## src/rtl/health_tracker.sv

```systemverilog
// health_tracker
//   Player-health controller for the asteroid game. Health is held as DIGITS
//   packed BCD digits. Hits come from a raw asynchronous toggle input, are
//   synchronised, and apply a variable BCD damage. The block also supports
//   heal, an invulnerability window after each non-fatal hit, and restart.
//   On death it drives the game-over enables.
//
//   Optional build macro: HEALTH_REGEN_EN
//     defined   -> health regenerates by 1 every REGEN_CYCLES cycles in ALIVE
//     undefined -> no regen counter; health changes only via hit/heal/restart
//
// Ports
//   clk           in   system clock, rising edge
//   reset         in   asynchronous, active-low
//   health_toggle in   raw async hit input; each rising edge is one hit
//   damage[3:0]   in   BCD damage per hit (0 -> 1, 10..15 -> 9)
//   heal          in   +1 health per cycle high (saturates at MAX_HEALTH)
//   restart       in   reload START_HEALTH from any state
//   health_bcd    out  registered BCD health, digit 0 in [3:0]
//   invuln        out  high while in INVULN
//   dead          out  high while in DEAD
//   enable        out  all ones while in DEAD
//   hit_ack       out  one-cycle pulse following each accepted hit
//
// Handshake note: there is no valid/ready pair on this block. A hit is a
// single-cycle strobe derived from the synchronised toggle; it is either
// accepted (ALIVE, acknowledged by hit_ack the next cycle) or silently
// dropped (INVULN, DEAD). Nothing is ever queued.
//
// The FSM state is fully visible on the outputs: {dead, invuln} = 00 ALIVE,
// 01 INVULN, 10 DEAD.

module health_tracker #(
  parameter int DIGITS        = 2,
  parameter int START_HEALTH  = 10,
  parameter int MAX_HEALTH    = 99,
  parameter int ENABLES       = 5,
  parameter int INVULN_CYCLES = 8,
  parameter int REGEN_CYCLES  = 1024
) (
  input  logic                  clk,
  input  logic                  reset,
  input  logic                  health_toggle,
  input  logic [3:0]            damage,
  input  logic                  heal,
  input  logic                  restart,
  output logic [4*DIGITS-1:0]   health_bcd,
  output logic                  invuln,
  output logic                  dead,
  output logic [ENABLES-1:0]    enable,
  output logic                  hit_ack
);

  localparam int HW = 4 * DIGITS;
  localparam int CW = (INVULN_CYCLES > 0) ? $clog2(INVULN_CYCLES + 1) : 1;

  function automatic logic [HW-1:0] to_bcd(input int value);
    logic [HW-1:0] r;
    int v;
    r = '0;
    v = value;
    for (int i = 0; i < DIGITS; i++) begin
      r[4*i +: 4] = 4'(v % 10);
      v = v / 10;
    end
    return r;
  endfunction

  localparam logic [HW-1:0] START_BCD = to_bcd(START_HEALTH);
  localparam logic [HW-1:0] MAX_BCD   = to_bcd(MAX_HEALTH);

  typedef enum logic [1:0] {
    ALIVE  = 2'd0,
    INVULN = 2'd1,
    DEAD   = 2'd2
  } state_t;

  state_t         state;
  logic [CW-1:0]  cooldown;
  logic           s1, s2, s3;
  logic           hit;
  logic [3:0]     dmg_eff;
  logic [HW-1:0]  sub_result;
  logic           sub_fatal;
  logic [4:0]     sub_t;
  logic           sub_borrow;
  logic [HW-1:0]  add_result;
  logic           add_carry;
  logic           at_max;
  logic           regen_fire;

  // Sync flops reset to 1 so a toggle already high at reset release is not
  // seen as a rising edge.
  always_ff @(posedge clk or negedge reset) begin
    if (!reset) begin
      s1 <= 1'b1;
      s2 <= 1'b1;
      s3 <= 1'b1;
    end else begin
      s1 <= health_toggle;
      s2 <= s1;
      s3 <= s2;
    end
  end

  assign hit = s2 & ~s3;

  always_comb begin
    if (damage == 4'd0)     dmg_eff = 4'd1;
    else if (damage > 4'd9) dmg_eff = 4'd9;
    else                    dmg_eff = damage;
  end

  // Digit-serial BCD subtract. A borrow out of the top digit, or an exact
  // zero, means damage >= health: the hit is fatal.
  always_comb begin
    sub_result = '0;
    sub_borrow = 1'b0;
    sub_t      = '0;
    for (int i = 0; i < DIGITS; i++) begin
      sub_t = {1'b0, health_bcd[4*i +: 4]}
            - {1'b0, ((i == 0) ? dmg_eff : 4'd0)}
            - {4'b0000, sub_borrow};
      if (sub_t[4]) begin
        sub_t      = sub_t + 5'd10;
        sub_borrow = 1'b1;
      end else begin
        sub_borrow = 1'b0;
      end
      sub_result[4*i +: 4] = sub_t[3:0];
    end
    sub_fatal = sub_borrow || (sub_result == '0);
  end

  // BCD increment. Only used when health < MAX_HEALTH, so no overflow.
  always_comb begin
    add_result = health_bcd;
    add_carry  = 1'b1;
    for (int i = 0; i < DIGITS; i++) begin
      if (add_carry) begin
        if (health_bcd[4*i +: 4] == 4'd9) begin
          add_result[4*i +: 4] = 4'd0;
        end else begin
          add_result[4*i +: 4] = health_bcd[4*i +: 4] + 4'd1;
          add_carry = 1'b0;
        end
      end
    end
  end

  assign at_max = (health_bcd == MAX_BCD);

`ifdef HEALTH_REGEN_EN
  localparam int RW = (REGEN_CYCLES > 1) ? $clog2(REGEN_CYCLES) : 1;
  logic [RW-1:0] regen_cnt;

  // Free-running only in ALIVE; cleared by an accepted hit or restart.
  always_ff @(posedge clk or negedge reset) begin
    if (!reset) begin
      regen_cnt <= '0;
    end else if (restart || (state != ALIVE) || hit) begin
      regen_cnt <= '0;
    end else if (regen_cnt == RW'(REGEN_CYCLES - 1)) begin
      regen_cnt <= '0;
    end else begin
      regen_cnt <= regen_cnt + 1'b1;
    end
  end

  assign regen_fire = (state == ALIVE) && (regen_cnt == RW'(REGEN_CYCLES - 1));
`else
  assign regen_fire = 1'b0;
`endif

  // Priority inside ALIVE: hit > heal > regen. Restart overrides everything.
  always_ff @(posedge clk or negedge reset) begin
    if (!reset) begin
      state      <= ALIVE;
      health_bcd <= START_BCD;
      invuln     <= 1'b0;
      dead       <= 1'b0;
      enable     <= '0;
      hit_ack    <= 1'b0;
      cooldown   <= '0;
    end else begin
      hit_ack <= 1'b0;
      if (restart) begin
        state      <= ALIVE;
        health_bcd <= START_BCD;
        invuln     <= 1'b0;
        dead       <= 1'b0;
        enable     <= '0;
        cooldown   <= '0;
      end else begin
        case (state)
          ALIVE: begin
            if (hit) begin
              hit_ack <= 1'b1;
              if (sub_fatal) begin
                health_bcd <= '0;
                state      <= DEAD;
                dead       <= 1'b1;
                enable     <= '1;
              end else begin
                health_bcd <= sub_result;
                if (INVULN_CYCLES > 0) begin
                  state    <= INVULN;
                  invuln   <= 1'b1;
                  cooldown <= CW'(INVULN_CYCLES);
                end
              end
            end else if (heal) begin
              if (!at_max) health_bcd <= add_result;
            end else if (regen_fire) begin
              if (!at_max) health_bcd <= add_result;
            end
          end
          INVULN: begin
            // Hits are dropped here; heal still applies.
            if (heal && !at_max) health_bcd <= add_result;
            if (cooldown <= CW'(1)) begin
              state    <= ALIVE;
              invuln   <= 1'b0;
              cooldown <= '0;
            end else begin
              cooldown <= cooldown - 1'b1;
            end
          end
          DEAD: begin
            // Only restart or reset leaves DEAD.
          end
          default: begin
            state <= ALIVE;
          end
        endcase
      end
    end
  end

endmodule

```

## config.mk

```make
export PLATFORM = sky130hd
export DESIGN_NAME = health_tracker
export DESIGN_NICKNAME = d
export VERILOG_FILES = /design/src/rtl/health_tracker.sv
export SDC_FILE = /design/constraint.sdc
export NUM_CORES = 1
export LEC_CHECK = 0
export BUFFER_PORTS_ARGS = -buffer_cell sky130_fd_sc_hd__buf_2
export CELL_PAD_IN_SITES_DETAIL_PLACEMENT = 1
export CELL_PAD_IN_SITES_GLOBAL_PLACEMENT = 1
export CORE_UTILIZATION = 47
export CTS_BUF_LIST = sky130_fd_sc_hd__clkbuf_8
export CTS_CLUSTER_DIAMETER = 60
export CTS_CLUSTER_SIZE = 12
export DETAILED_ROUTE_END_ITERATION = 8
export PLACE_DENSITY = 0.85
export SETUP_SLACK_MARGIN = 0.02
export SYNTH_ARGS = -nofsm -noshare
export SYNTH_HDL_FRONTEND = slang
export SYNTH_SLANG_ARGS = --single-unit
```

## constraint.sdc

```tcl
create_clock -name clk -period 5.7 [get_ports clk]
set_input_delay 0.57 -clock clk [delete_from_list [all_inputs] [get_ports clk]]
set_output_delay 0.57 -clock clk [all_outputs]
set_load 0.02 [all_outputs]
```

==> results.py, run 1 <==
metrics = {
    "status": {
        "status": "completed",
    },
    "synthesis": {
        "yosys.area.top_type_share_pct": 24.81,
        "ys_seq_area_share_pct": 31.32,
        "synthCells": 190,
        "synth_top_family_by_area": "simple AND/OR/NAND/NOR gates",
        "yosys-top-cells-area": "dfrtp_1, ha_1, dfstp_2",
        "synth_edf_count": 0,
        "synthSimpleGateAreaFrac_pct": 24.34,
        "yosysTopAreaCell": "dfrtp_1",
        "yosysWarnings": 0,
        "synth.avg_cell_area_um2": 8.495,
        "synth_ff_type": "dfrtp_1",
        "synth-compound-area-share_pct": 22.79,
        "synthMuxAreaShare_pct": 0,
        "syn_area_um2": 1614,
        "synthXorXnorAreaFrac_pct": 2.713,
        "synth-seq-cells": 20,
        "ys_async_sr_fraction_pct": 100.0,
        "ys_types": 51,
        "synth_fa_ha_area_share_pct": 12.09,
        "syn-num-nets": 214,
    },
    "drt": {
        "dr.pass1.iters": 4,
        "vias": 1459,
        "drc": 0,
        "routed_wl_um": 4148,
        "detail_route.iter0.violations": 83,
        "postRouteAntennaNets": 0,
        "vias_per_cell": 5.813,
        "wl_per_cell_um": 16.53,
    },
    "global_routing": {
        "met2_usage_pct": 45.37,
        "globalRouteTotalUtil_pct": 24.03,
        "use_met1_pct": 28.92,
        "grt_use_met3_pct": 0.6397,
        "grt_pass1_vias": 1452,
        "antenna_found_initial": 0,
        "grt_pass1_wl_um": 6651,
        "grt_max_degree": 21,
        "grt_overflow": 0,
        "grt-busiest-layer": "met2",
    },
    "pwr": {
        "p_leak_nw": 0.8668,
        "powerDensity_nw_per_um2": 303.3,
        "ir_worst_vdd_mv": 0.3015,
    },
    "critical_path": {
        "path_depth": 20,
        "cp-start-kind": "input port",
        "critPathMaxFanout": 7,
        "critPathMaxStageDelay_ns": 0.46,
        "cp-end-kind": "flip-flop",
        "path_cells": "buf_2 > nor3_1 > or3b_2 > ha_1 > inv_1 > fa_1 > a21oi_2 > inv_2 > a21oi_1 > ha_1 > ha_1 > xor2_1 > ha_1 > nand2b_1 > o21ba_2 > o22ai_1 > nor3b_1 > o22a_4 > a21oi_4 > a22o_1",
        "path_buf_inv": 3,
        "worstSetupPathType": "in2reg",
        "crit_required_ns": 5.85,
        "r2r_cells": 18,
        "path_delay_family": "compound AO/OA/AOI/OAI gates",
        "arrival_ns": 4.39,
        "crit_top_cell": "ha_1",
        "cp_slowest_cell": "fa_1",
    },
    "sta": {
        "whs_ns": 0.2482,
        "skew_ns": 0.002880,
        "finalSetupTns_ns": 0,
        "maxSlewHeadroom_pct": 59.25,
        "hold_viol": 0,
        "worstMarginPinSlew_ns": 0.6065,
        "fin_crit_ns": 4.238,
        "drv_slew": 0,
        "fin_crit_sh_pct": 74.36,
        "fmax_mhz": 235.9,
        "setup_viol_count_final": 0,
        "rsz0062_at_grt": "false",
    },
    "floorplan": {
        "die_x_um": 60.60,
        "fp-row-count": 20,
        "io_pins": 25,
        "die-area_um2": 3672,
        "initial_utilization_pct": 51.19,
        "core_um2": 3153,
        "die_h_um": 60.60,
    },
    "clock_tree": {
        "cts_buffer_depth": 2,
        "htreeDepth": 1,
        "insertion_delay_ns": 0.25,
        "cts.hold.buffers_added": 0,
        "root_buffer": "clkbuf_8",
        "cts_setup_buffers": 0,
        "clock_sinks": 20,
        "cts_buffers": 3,
        "clk_pin_slew_ns": 0.07,
        "cts_tree": "done",
        "post_cts_resized": 0,
    },
    "placed_design": {
        "gp_congestion": 0.8257,
        "dpl_cell_area_um2": 1725,
        "place_inst": 247,
        "io_buffers": 24,
        "dpl.hpwl_um": 3355,
    },
    "cells_and_area": {
        "design_area_um2": 1780,
        "multi_input_area_um2": 999.7,
        "antenna-diode-count": 0,
        "fin_nets": 232,
        "syn_to_final_growth_pct": 10.31,
        "drive_above_1_share_pct": 20.77,
        "ff_latch_area_um2": 505.5,
        "stdcell_count": 251,
        "fillers": 398,
    },
    "min_path": {
        "worstHoldPathType": "in2async",
    },
    "flow_run": {
        "max-cap-violations": 0,
    },
}
## stage by stage
step	total power, mW	utilization, %	setup slack [ns]
4_1_cts	0.5447	56.47	1.461
5_1_grt	0.5801	56.47	1.255
3_5_place_dp	0.4373	54.72	1.194
6_report	0.5401	56.47	1.462
3_3_place_gp	0.4192	54.72	1.466
2_1_floorplan	0.3696	-	1.770
## synth_stat cells (4+ instances only)
master	n
a21oi_1	11
buf_4	5
dfrtp_1	16
dfstp_2	4
ha_1	14
inv_1	10
nand2_1	14
nand2b_1	7
nand3_1	5
nor2_1	22
nor3_1	8
o21ai_0	12
o221ai_1	4
xor2_1	4
## registers in the layout (all words and copies together), names as in the netlist
signal / cells
invuln: 1
s2: 1
cooldown: 4
s1: 1
state: 2
hit_ack: 1
health_bcd: 8
s3: 1
enable: 1
## cell usage in the layout (no fill, tap or decap), types with 2 or more instances in the layout
master	count
nand3b_1	3
ha_1	14
buf_2	24
o211ai_1	2
o22ai_1	2
dfstp_2	4
a21o_1	2
xor2_1	4
nand3_1	5
nor2_1	22
dfrtp_1	16
nor2b_1	2
clkbuf_8	4
a21oi_1	11
o21ai_0	12
o221ai_1	4
nand2_1	14
nand4_1	3
inv_1	10
a31oi_1	3
inv_2	2
nor3_1	8
nand2b_1	7
a22oi_1	3
## cell type report
type	instances	area share [%]
clock buffers	4	3.092
inverters	12	2.530
multi-input cells	147	56.15
flip-flops and latches	20	28.39
well taps	44	3.092
repair buffers	24	6.746
## worst reg2reg max path: stages, from the launching register on
cell	delay [ns]
dfrtp_1	0.45
inv_1	0.09
ha_1	0.17
inv_1	0.06
fa_1	0.46
a21oi_2	0.25
inv_2	0.06
a21oi_1	0.22
ha_1	0.22
ha_1	0.31
xor2_1	0.12
ha_1	0.20
nand2b_1	0.16
o21ba_2	0.21
o22ai_1	0.18
nor3b_1	0.26
o22a_4	0.21
a21oi_4	0.08
a22o_1	0.22
## power breakdown
group | internal [mW] | switching, mW | total (mW) | leakage [nW]
logic | 0.0978 | 0.149 | 0.247 | 0.582
registers | 0.163 | 0.0269 | 0.190 | 0.256
clock network | 0.0614 | 0.0424 | 0.104 | 0.0288
## cells by family (layout without fill, tap and decap cells)
| group | Yosys count | count (layout) |
|---|---|---|
| buffers and inverters | 23 | 40 |
| AND/OR/NAND/NOR | 75 | 75 |
| flip-flops | 20 | 20 |
| adder cells (fa/ha/maj) | 15 | 15 |
| AO/OA/AOI/OAI | 52 | 52 |
| XOR/XNOR | 5 | 5 |
## final timing paths
kind,startpoint,to,slack [ns]
max in group asynchronous,reset,s3$_DFF_PN1_,5.11
worst min register to register,s1$_DFF_PN1_,s2$_DFF_PN1_,0.36
worst min-delay path,reset,invuln$_DFFE_PN0P_,0.25
worst max register to register,health_bcd[0]$_DFFE_PN0P_,cooldown[3]$_DFFE_PN0P_,1.65
min in group clk,s1$_DFF_PN1_,s2$_DFF_PN1_,0.36
worst max-delay path,damage[3],cooldown[3]$_DFFE_PN0P_,1.46
## layer usage
metal  routed length [µm]  part of all wire, %
met3                   32                 0.77
met4                   66                  1.6
met2                 2263                   55
met5                    0                    0
met1                 1785                   43
(Power assumes the default switching activity.)
==> run 2: changes to the inputs <==
Settings changed: CORE_UTILIZATION 47 to 44, PLACE_DENSITY 0.85 to 0.8.
Clock period 5.7 ns to 4.4 ns, I/O delays scaled along.
==> results.py, run 2 (synthesized netlist as in run 1, its figures left out) <==
metrics = {
    "status": {
        "status": "completed",
    },
    "cells_and_area": {
        "fillers": 429,
        "syn_to_final_growth_pct": 11.94,
        "final_cell_mix": "buf_2, nor2_1, dfrtp_1",
        "mostFrequentLayoutCell": "buf_2",
        "reg_top3": "health_bcd (8), cooldown (4), state (2)",
        "multi_input_area_um2": 999.7,
        "ff_latch_area_um2": 505.5,
        "largest-register": "health_bcd",
        "antenna-diode-count": 0,
        "fin_nets": 233,
        "drive_above_1_share_pct": 21.15,
        "largest_reg_flops": 8,
    },
    "clock_tree": {
        "post_cts_resized": 0,
        "insertion_delay_ns": 0.26,
        "cts_tree": "done",
        "clk_pin_slew_ns": 0.07,
        "cts_buffer_depth": 2,
        "cts_setup_buffers": 0,
        "cts_buffers": 3,
        "cts.hold.buffers_added": 0,
        "root_buffer": "clkbuf_8",
        "clock_sinks": 20,
        "htreeDepth": 1,
    },
    "critical_path": {
        "cp-start-kind": "input port",
        "crit_top_cell": "ha_1",
        "r2r_end": "cooldown[3]$_DFFE_PN0P_",
        "critPathMaxFanout": 5,
        "r2r_start": "health_bcd[0]$_DFFE_PN0P_",
        "arrival_ns": 4.13,
        "path_cells": "buf_2 > o21ai_0 > or3b_2 > ha_1 > inv_1 > fa_1 > a21oi_2 > inv_2 > a21oi_1 > ha_1 > ha_1 > inv_1 > ha_1 > nand2b_1 > o21ba_2 > o22ai_1 > nor3b_1 > o22a_4 > a21oi_4 > a22o_1",
        "crit_required_ns": 4.55,
        "r2r_cells": 18,
        "worstSetupPathType": "in2reg",
        "r2r_setup_slack_ns": 0.50,
        "cp_slowest_cell": "or3b_2",
        "critPathMaxStageDelay_ns": 0.46,
        "cp-end-kind": "flip-flop",
    },
    "placed_design": {
        "dpl.hpwl_um": 3230,
        "gp_congestion": 0.8662,
        "place_ws_ns": 0.1817,
        "io_buffers": 24,
    },
    "sta": {
        "finalSetupTns_ns": 0,
        "fmax_mhz": 251.6,
        "drv_slew": 0,
        "setup_slack_ns": 0.4257,
        "hold_viol": 0,
        "skew_ns": 0.002143,
        "fin_crit_ns": 3.974,
        "rsz0062_at_grt": "false",
        "worstMarginPinSlew_ns": 0.5511,
        "fin_crit_sh_pct": 90.33,
        "maxSlewHeadroom_pct": 62.98,
        "setup_viol_count_final": 0,
    },
    "drt": {
        "postRouteAntennaNets": 0,
        "dr_wl_met2_um": 2133,
        "wl_per_cell_um": 16.36,
        "routed_wl_um": 4156,
        "wl_met3_um": 68,
        "vias": 1513,
        "vias_per_cell": 5.957,
        "routedLengthMet1_um": 1833,
        "drc": 0,
        "detail_route.iter0.violations": 36,
        "topRoutingLayerUsed": "met4",
        "dr.pass1.iters": 4,
    },
    "global_routing": {
        "grt_overflow": 0,
        "grt_pass1_vias": 1508,
        "antenna_found_initial": 0,
        "globalRouteTotalUtil_pct": 22.56,
        "grt_pass1_wl_um": 7086,
        "grt_max_degree": 21,
    },
    "floorplan": {
        "die-area_um2": 3914,
        "core_um2": 3416,
        "initial_utilization_pct": 47.25,
        "die_x_um": 62.57,
        "fp-row-count": 21,
        "io_pins": 25,
        "die_h_um": 62.57,
    },
    "pwr": {
        "ir_worst_vdd_mv": 0.2872,
        "powerDensity_nw_per_um2": 412.8,
        "design_power_total_uw": 745.8,
        "p_leak_nw": 0.8791,
    },
    "min_path": {
        "worstHoldPathType": "in2async",
    },
    "flow_run": {
        "max-cap-violations": 0,
    },
}
==> run 2: changes by cell type in the layout (fill, tap and decap cells not counted) <==
cell / previous run / this run
bufinv_16: 0 / 1
buf_4: 0 / 1
clkbuf_8: 4 / 3
==> run 2: layout make-up <==
cell class | count | share of cell area [%]
clock buffers | 3 | 2.285
clock inverters | 1 | 1.662
inverters | 12 | 2.493
multi-input cells | 147 | 55.33
flip-flops and latches | 20 | 27.98
well taps | 46 | 3.186
repair buffers | 25 | 7.064
==> run 2: stage by stage <==
| step | std cells | util [%] | cell area [µm²] | hold slack (ns) |
|---|---|---|---|---|
| detailed placement | 250 | 50.81 | 1735 | 0.3487 |
| global placement | 250 | 50.81 | 1735 | 0.3491 |
| global route | 254 | 52.89 | 1807 | 0.1424 |
| floorplan | 190 | - | 1614 | 0.1444 |
| CTS | 254 | 52.89 | 1807 | 0.1235 |
| finish | 254 | 52.89 | 1807 | 0.1142 |
==> run 2: power breakdown <==
part	switching (mW)	leakage, nW	total [mW]	internal (mW)
clock network	0.0618	0.0357	0.183	0.121
logic	0.190	0.587	0.317	0.127
registers	0.0346	0.256	0.245	0.211
total	0.286	0.879	0.746	0.459
==> run 2: layer usage <==
layer	track usage, %	vias to the layer above
met4	10.17	0
met1	27.80	757
met3	1.825	13
met5	0	-
li1	-	716
met2	39.81	27
==> run 2: how the worst max path moves through the flow <==
stage,from,to,slack (ns),cells past startpoint
after CTS,damage[2],cooldown[3]$_DFFE_PN0P_,0.45,20
after global placement,damage[2],cooldown[3]$_DFFE_PN0P_,0.37,20
after detailed placement,damage[2],cooldown[3]$_DFFE_PN0P_,0.18,20
after floorplan,damage[2],cooldown[3]$_DFFE_PN0P_,0.60,19
final,damage[2],cooldown[3]$_DFFE_PN0P_,0.43,20
after global routing,damage[3],cooldown[3]$_DFFE_PN0P_,0.05,20
==> run 2: critical path: cells and delay by family <==
family,cells,cell delay (ns)
fa+ha+maj,5,1.23
compound gates,8,1.24
simple gates,3,0.89
buf+inv,4,0.32
